File: src/rtl/cpu_types.sv
// Shared CPU types: reservation-station tags, the INVALID tag and the CDB broadcast record.
package cpu_types;

  localparam int unsigned CDB_NUM_REQ = 4;

  typedef logic [3:0] RS_tag_type;

  localparam RS_tag_type INVALID = 4'h0;

  typedef struct packed {
    RS_tag_type  tag;
    logic [31:0] data;
  } cdb_t;

endpackage

File: src/rtl/rr_picker.sv
// Combinational rotating-priority picker: grants the first eligible index at or after ptr_i,
// wrapping from NUM_REQ-1 back to 0.
module rr_picker #(
  parameter int unsigned NUM_REQ = 4,
  parameter int unsigned PTR_W   = 2
) (
  input  logic [NUM_REQ-1:0] elig_i,
  input  logic [PTR_W-1:0]   ptr_i,
  output logic [NUM_REQ-1:0] gnt_o,
  output logic               valid_o
);

  logic [PTR_W-1:0] idx;
  logic             found;

  always_comb begin
    gnt_o = '0;
    found = 1'b0;
    idx   = '0;
    for (int unsigned k = 0; k < NUM_REQ; k++) begin
      idx = PTR_W'((32'(ptr_i) + k) % NUM_REQ);
      if (!found && elig_i[idx]) begin
        gnt_o[idx] = 1'b1;
        found      = 1'b1;
      end
    end
    valid_o = found;
  end

endmodule

File: src/rtl/cdb_arbiter.sv
// Common data bus arbiter: round-robin grant among functional units, registered broadcast.
// Optional performance counters are enabled by defining CDB_ARB_PERF_EN.
module cdb_arbiter
  import cpu_types::*;
#(
  parameter int unsigned NUM_REQ = CDB_NUM_REQ,
  parameter int unsigned CNT_W   = 16
) (
  input  logic                     clk_i,
  input  logic                     rst_ni,
  input  logic [NUM_REQ-1:0]       req_i,
  input  RS_tag_type [NUM_REQ-1:0] tag_i,
  input  logic [NUM_REQ-1:0][31:0] data_i,
  input  logic                     flush_i,
  output logic [NUM_REQ-1:0]       gnt_o,
  output cdb_t                     cdb_o,
  output logic                     cdb_valid_o
`ifdef CDB_ARB_PERF_EN
  ,
  output logic [CNT_W-1:0]         conflict_cnt_o,
  output logic [CNT_W-1:0]         bcast_cnt_o
`endif
);

  localparam int unsigned PTR_W = (NUM_REQ > 1) ? $clog2(NUM_REQ) : 1;

  logic [NUM_REQ-1:0] elig, pick_elig, pick_gnt;
  logic               pick_valid;
  logic [PTR_W-1:0]   ptr_q, ptr_d, gnt_idx;
  cdb_t               cdb_q, cdb_d;
  logic               cdb_valid_q, cdb_valid_d;

  always_comb begin
    for (int unsigned i = 0; i < NUM_REQ; i++) begin
      elig[i] = req_i[i] && (tag_i[i] != INVALID);
    end
  end

  // Flush squashes the grant but leaves eligibility (and conflict counting) intact.
  assign pick_elig = flush_i ? '0 : elig;

  rr_picker #(
    .NUM_REQ(NUM_REQ),
    .PTR_W  (PTR_W)
  ) u_picker (
    .elig_i (pick_elig),
    .ptr_i  (ptr_q),
    .gnt_o  (pick_gnt),
    .valid_o(pick_valid)
  );

  assign gnt_o = rst_ni ? pick_gnt : '0;

  always_comb begin
    gnt_idx = '0;
    cdb_d   = '{tag: INVALID, data: '0};
    for (int unsigned i = 0; i < NUM_REQ; i++) begin
      if (pick_gnt[i]) begin
        gnt_idx = PTR_W'(i);
        cdb_d   = '{tag: tag_i[i], data: data_i[i]};
      end
    end
    cdb_valid_d = pick_valid;
    ptr_d       = ptr_q;
    if (pick_valid) begin
      ptr_d = (gnt_idx == PTR_W'(NUM_REQ - 1)) ? '0 : gnt_idx + 1'b1;
    end
  end

  always_ff @(posedge clk_i or negedge rst_ni) begin
    if (!rst_ni) begin
      ptr_q       <= '0;
      cdb_q       <= '{tag: INVALID, data: '0};
      cdb_valid_q <= 1'b0;
    end else begin
      ptr_q       <= ptr_d;
      cdb_q       <= cdb_d;
      cdb_valid_q <= cdb_valid_d;
    end
  end

  assign cdb_o       = cdb_q;
  assign cdb_valid_o = cdb_valid_q;

`ifdef CDB_ARB_PERF_EN
  logic [CNT_W-1:0] conflict_q, conflict_d, bcast_q, bcast_d;

  always_comb begin
    conflict_d = conflict_q;
    bcast_d    = bcast_q;
    if (($countones(elig) > 1) && (conflict_q != '1)) begin
      conflict_d = conflict_q + 1'b1;
    end
    if (pick_valid && (bcast_q != '1)) begin
      bcast_d = bcast_q + 1'b1;
    end
  end

  always_ff @(posedge clk_i or negedge rst_ni) begin
    if (!rst_ni) begin
      conflict_q <= '0;
      bcast_q    <= '0;
    end else begin
      conflict_q <= conflict_d;
      bcast_q    <= bcast_d;
    end
  end

  assign conflict_cnt_o = conflict_q;
  assign bcast_cnt_o    = bcast_q;
`endif

endmodule
File: config.mk
export PLATFORM = sky130hd
export DESIGN_NAME = cdb_arbiter
export DESIGN_NICKNAME = d
export VERILOG_FILES = /design/src/rtl/cpu_types.sv /design/src/rtl/rr_picker.sv /design/src/rtl/cdb_arbiter.sv
export SDC_FILE = /design/constraint.sdc
export NUM_CORES = 1
export LEC_CHECK = 0
export ABC_CLOCK_PERIOD_IN_PS = 4400
export CORE_UTILIZATION = 36
export CTS_BUF_LIST = sky130_fd_sc_hd__clkbuf_4
export CTS_CLUSTER_DIAMETER = 150
export CTS_CLUSTER_SIZE = 20
export DETAILED_ROUTE_END_ITERATION = 6
export GPL_TIMING_DRIVEN = 0
export HOLD_SLACK_MARGIN = 0.1
export PLACE_DENSITY = 0.79
export REMOVE_ABC_BUFFERS = 1
export SLEW_MARGIN = 20
export SYNTH_ARGS = -nofsm -noshare
export SYNTH_HDL_FRONTEND = slang
export SYNTH_SLANG_ARGS = --single-unit
File: constraint.sdc
create_clock -name clk_i -period 4.4 [get_ports clk_i]
set_clock_uncertainty 0.15 [all_clocks]
set_input_delay 1.1 -clock clk_i [delete_from_list [all_inputs] [get_ports clk_i]]
set_output_delay 1.1 -clock clk_i [all_outputs]
set_load 0.03 [all_outputs]
==> run metrics, run 1 <==
status=complete, but fails checks; failing checks=setup timing; crit path cell chain=dlygate4sd2_1, or4_4, nand2b_4, mux4_2, o21ai_2, o311ai_4, and2_4, buf_6; antenna violations before repair=0; TritonCTS clock tree=yes; Site Rows=34; # setup viols final=21; clock insertion delay at the later pin of the skew report=0.34 ns; DR vias/cell=6.36; Syn Inst Count=359; Max VDD drop=0.000369 V; Clk pwr share=3.8%; Leak=2.33 nW; most frequent cells in the layout=clkdlybuf4s50_1 (165), buf_4 (57), nand2_1 (37), dfrtp_1 (37); # fillers=673; switching power total=2.62 mW; die area=9750 um2; Antenna diodes=0; Crit path largest cell delay=0.59 ns; drt first pass iters=7; vias in the first global route=4552; Switching Fraction=50.6%; worst path required time=3.15 ns; Worst-Margin Slew=0.633 ns; pin count of the biggest net entering global routing=49; number of placed instances, taps included=635; Max Root-Sink Buffers=2; CP max FO=4; synth unique cells=55; drt initial violations=205; HPWL Detailed=10200 um; Min-Delay Path Class=flop to flop; port buffer count=191; Storage cell area=978 um2; Period Utilization, post-route=104%; min setup slack post-route=-0.188 ns; Final Non-Filler Cells=702; final slew viol count=0; ranking of synthesized cells by area=dfrtp_1 (29%), a41oi_2 (14%), o2111ai_1 (9.9%), a21oi_1 (5.8%), nand3_1 (5.5%); Worst path slowest cell=or4_4; Die Y=98.7 um; crit path capture type=output pin; EDFF count, synth=0; Num CTS Buffers=5; fmax=218 MHz; Final ANT Viol Nets=0; RSZ-0062 raised after global routing=yes; main flop type after synthesis=dfrtp_1; Multi-input gate area=2470 um2; root buf cell=clkbuf_4; most common cell after layout, fill and taps aside=clkdlybuf4s50_1; cell type with the largest total area after synthesis=dfrtp_1; initial core utilization=37.9%; Logic pwr share=84.0%; Int Power=2.56 mW; Avg Cell Area, Syn=9.39 um2; I/O pin cnt=192; PD cells=820 nW/um2; residual DRC count=0; layout net count=752; final hold viol count=0; share of the synthesized area in the top cell type=29.0%; min cycle time layout=4.59 ns; post-layout util=71.0%; worst relative slew slack=57.4%; CTS sink count=39; GRT Total Usage=31.8%; cell area after synthesis=3370 um2; layout cells sized above 1=32.0%; routed vias=4463; asr flop ratio synth=100%; first-pass GRT wire length=24100 um; worst hold margin=0.451 ns; WS Path Type=input pin to output pin; sequential fraction of the synthesis area=29.0%; Post-Route WL=16400 um; GP Congestion=0.888; crit path launch type=input pin; Worst Path Arrival=3.34 ns; PnR Total Power=5.17 mW; pre-CTS setup slack=-1.65 ns; total grt overflow=0; Core Box Area=8890 um2; max cap viols=0; sequential power share=12.2%; Ys Warns=0; register clock-pin slew on the reported worst setup and hold paths=0.13 ns; CTS H-tree depth=2; Seq cells post-synth=39; area grow syn2layout=87.3%; Die W=98.7 um; Routed WL per cell=23.4 um
==> stage by stage <==
stage                     instance area, um2  setup TNS [ns]
final                                   6310           -1.09
after floorplan                         3100          -37.81
after global placement                  5150         -146.89
after CTS                               6040          -0.384
after global routing                    6310           -1.34
after detailed placement                5460          -17.92
==> path summary, 6_finish.rpt <==
path                       startpoint   endpoint  slack (ns)  cells after the start
max reg2reg                  ptr_q[1]  cdb_o[28]        0.03                     19
max                         tag_i[12]   gnt_o[1]       -0.19                      8
min                          ptr_q[0]   ptr_q[0]        0.45                      2
min in group asynchronous      rst_ni  cdb_o[12]        0.57                      1
max in group asynchronous      rst_ni  cdb_o[27]        3.01                      2
min reg2reg                  ptr_q[0]   ptr_q[0]        0.45                      2
==> layer usage <==
| layer | track usage [%] | part of all wire (%) | vias up |
|---|---|---|---|
| met2 | 55.1 | 50 | 321 |
| met4 | 15.3 | 4.7 | 0 |
| met3 | 8.65 | 8.5 | 72 |
| li1 | - | - | 1926 |
| met5 | 0 | 0 | - |
| met1 | 36.1 | 37 | 2144 |
==> state kept, by name, summed over array words and instances, names as in the netlist <==
signal	flops
cdb_valid_o	1
cdb_o	36
ptr_q	2
==> worst max-delay path: cells and delay by family <==
kind	cells	cell delay [ns]
buf+inv	2	0.41
compound gates	2	0.60
simple gates	3	0.92
mux	1	0.31
==> layout make-up <==
cell class,instances,share of cell area [%]
Timing Repair Buffer,268,42.1
Inverter,5,0.297
Clock buffer,5,0.595
Tap cell,108,2.14
Multi-Input combinational cell,275,39.1
Sequential cell,39,15.5
Clock inverter,2,0.198
==> cell families after synthesis <==
| family | synth area share, % |
|---|---|
| and+or+nand+nor | 18.2 |
| DFF | 29.0 |
| muxes | 1.93 |
| buffers and inverters | 8.50 |
| AOI/OAI and AO/OA | 39.8 |
| adders and majority gates | 2.60 |
==> synthesized netlist by cell type, drive strengths merged, types with 3 or more instances <==
cell type and number:
nor4 5, or4 4, dfrtp 39, nor2 7
o2111ai 38, ha 7, o21ai 3, a41oi 36
and2 7, a21oi 39, nand2b 5, buf 34
nand2 42, clkbuf 7, inv 5, nand3 37
o211ai 4
==> what timing repair did <==
action / CTS / global route
pin swaps: 19 / 20
gates cloned: 3 / 0
setup endpoints to repair: 25 / 24
hold buffers: 0 / 0
resized for setup: 130 / 41
setup buffers: 44 / 22
==> power by group through the flow <==
| stage | logic [mW] | registers [mW] | clock network [mW] |
|---|---|---|---|
| floorplan | 1.73 | 0.977 | 0 |
| global placement | 3.10 | 0.653 | 0 |
| detailed placement | 3.51 | 0.657 | 0 |
| CTS | 4.03 | 0.653 | 0.198 |
| global route | 4.52 | 0.649 | 0.213 |
| finish | 4.35 | 0.630 | 0.195 |
Note: power is estimated with default switching activity, not from simulation.
==> run 2, diff against run 1 <==
--- a/config.mk
+++ b/config.mk
@@ -14,7 +14,6 @@
 export GPL_TIMING_DRIVEN = 0
 export HOLD_SLACK_MARGIN = 0.1
 export PLACE_DENSITY = 0.79
-export REMOVE_ABC_BUFFERS = 1
 export SLEW_MARGIN = 20
 export SYNTH_ARGS = -nofsm -noshare
 export SYNTH_HDL_FRONTEND = slang
==> run 2 against run 1 <==
Effect of this change: the flow still finishes with violations (setup timing); combinational power decreased by 5.1%; worst setup slack improved by 0.034 ns; via count decreased by 2.3%; utilization decreased by 2.1 points; non-clock buffer count increased by 9; sequential cell count unchanged; clock-buffer cell count increased by 1; global-route usage decreased by 2.7 points; sequential share of layout area increased by 0.47 points.
==> run metrics, run 2 (same netlist as run 1, synthesis figures left out) <==
max FFs per register=36 (unchanged); drt first pass iters=5 (-2); RSZ-0062 raised after global routing=yes; vias in the first global route=4415 (-3.0%); # setup viols final=24 (+14%); TritonCTS clock tree=yes; sequential power share=12.6% (+0.4 points); Switching Fraction=50.0% (-0.55 points); Routed WL per cell=21.1 um (-10%); failing checks=setup timing; routed vias=4362 (-2.3%); first-pass GRT wire length=22400 um (-7.0%); crit path capture type=output pin; layout cells sized above 1=31.8% (-0.15 points); root buf cell=clkbuf_4; I/O pin cnt=192 (unchanged); Post-Route WL=15000 um (-8.9%); final slew viol count=0 (unchanged); Min-Delay Path Class=input pin to asynchronous set/reset pin; most frequent cells in the layout=clkdlybuf4s50_1 (165), buf_4 (56), nand2_1 (41); final hold viol count=0 (unchanged); status=complete, but fails checks; Die W=98.7 um (unchanged); total grt overflow=0 (unchanged); die area=9750 um2 (unchanged); Worst Path Arrival=3.30 ns (-0.04 ns); post-layout util=68.9% (-2.1 points); clock insertion delay at the later pin of the skew report=0.38 ns (+0.04 ns); GRT Total Usage=29.1% (-2.7 points); Period Utilization, post-route=103% (-0.78 points); Int Power=2.48 mW (-2.8%); pre-CTS setup slack=-1.42 ns (+0.225 ns); port buffer count=191 (unchanged); layout net count=760 (+1.1%); DR vias/cell=6.14 (-3.5%); CP max FO=4 (unchanged); Num CTS Buffers=5 (unchanged); drt initial violations=359 (+75%); most common cell after layout, fill and taps aside=clkdlybuf4s50_1; residual DRC count=0 (unchanged); Leak=2.26 nW (-2.7%); Antenna diodes=0 (unchanged); Final ANT Viol Nets=0 (unchanged); switching power total=2.49 mW (-4.9%); CTS Hold Bufs=0 (unchanged); PD cells=812 nW/um2 (-0.95%); Die Y=98.7 um (unchanged); min setup slack post-route=-0.153 ns (+0.0343 ns); Max Root-Sink Buffers=2 (unchanged); Site Rows=34 (unchanged); Max VDD drop=0.000411 V (+12%); max cap viols=0 (unchanged); register clock-pin slew on the reported worst setup and hold paths=0.14 ns (about the same); area grow syn2layout=81.7%; Core Box Area=8890 um2 (unchanged); fmax=220 MHz (+0.75%); crit path launch type=input pin; antenna violations before repair=0 (unchanged); worst path required time=3.15 ns (about the same); WS Path Type=input pin to output pin; HPWL Detailed=9990 um (-2.1%); Worst-Margin Slew=0.619 ns (-0.0143 ns); min cycle time layout=4.55 ns (-0.0343 ns); CTS sink count=39 (unchanged); worst relative slew slack=58.7% (+1.3 points); Logic pwr share=83.0% (-1.0 points); Clk pwr share=4.4% (+0.6 points); GP Congestion=0.905 (+1.9%); syn_nets=517; initial core utilization=37.9% (unchanged); CTS H-tree depth=2 (unchanged); pin count of the biggest net entering global routing=23 (-53%)
-- run 2: through the flow --
step | hold slack (ns) | cell area (um2) | instances | TNS (ns) | power, mW
final | 0.558 | 6120 | 711 | -0.961 | 4.97
after floorplan | 0.608 | 3370 | 359 | 0 | 3.01
after detailed placement | 0.712 | 5440 | 659 | -5.22 | 4.07
after global placement | 0.691 | 5420 | 658 | -5.19 | 4.00
after CTS | 0.571 | 6000 | 699 | -0.196 | 4.74
after global routing | 0.566 | 6120 | 711 | -2.38 | 5.21
-- run 2: worst paths after layout --
kind	from	to	slack, ns	depth (start not counted)
worst max-delay path	tag_i[10]	gnt_o[3]	-0.15	9
worst min-delay path	rst_ni	cdb_o[9]	0.56	1
worst max register to register	ptr_q[0]	cdb_o[7]	0.09	23
worst min register to register	ptr_q[0]	ptr_q[0]	0.63	3
max in group asynchronous	rst_ni	ptr_q[1]	2.99	2
min in group clk_i	ptr_q[0]	ptr_q[0]	0.63	3
-- run 2: critical path: stages --
cell and delay [ns]:
buf_8 0.09, or4_4 0.53, and2_4 0.16, mux4_2 0.55, a311oi_2 0.33, buf_4 0.20, nand2_4 0.05, and2_4 0.16
buf_6 0.13
-- run 2: cell type report --
cell class                 instances  area (um2)
multi-input combinational        274        2390
timing repair buffer             240        2250
inverter                           5        26.3
tap                              108         135
fill                             638        2770
buffer                            37         290
clock inverter                     2        12.5
sequential                        39         978
clock buffer                       6        45.0
-- run 2: power groups by stage --
stage | Combinational (mW) | Clock (mW) | Sequential [mW]
final | 4.13 | 0.219 | 0.627
after global routing | 4.33 | 0.236 | 0.642
after CTS | 3.89 | 0.219 | 0.639
after detailed placement | 3.43 | 0 | 0.641
after global placement | 3.36 | 0 | 0.641
after floorplan | 2.04 | 0 | 0.967
-- run 2: metal layers --
layer  part of all wire, %  global-route usage, %
met1                    39                   34.8
met2                    49                   52.3
met3                   8.9                   5.89
met4                   2.9                   8.96
met5                     0                      0
-- run 2: timing repair --
action | CTS | global route
setup endpoints to repair | 4 | 24
pin swaps | 18 | 11
resized for setup | 141 | 26
setup buffers | 36 | 12
==> run 3, diff against run 2 <==
--- a/config.mk
+++ b/config.mk
@@ -14,7 +14,6 @@
 export GPL_TIMING_DRIVEN = 0
 export HOLD_SLACK_MARGIN = 0.1
 export PLACE_DENSITY = 0.79
-export SLEW_MARGIN = 20
 export SYNTH_ARGS = -nofsm -noshare
 export SYNTH_HDL_FRONTEND = slang
 export SYNTH_SLANG_ARGS = --single-unit
==> results of run 3 <==
Final layout, timing and power as in run 2 (identical DEF).
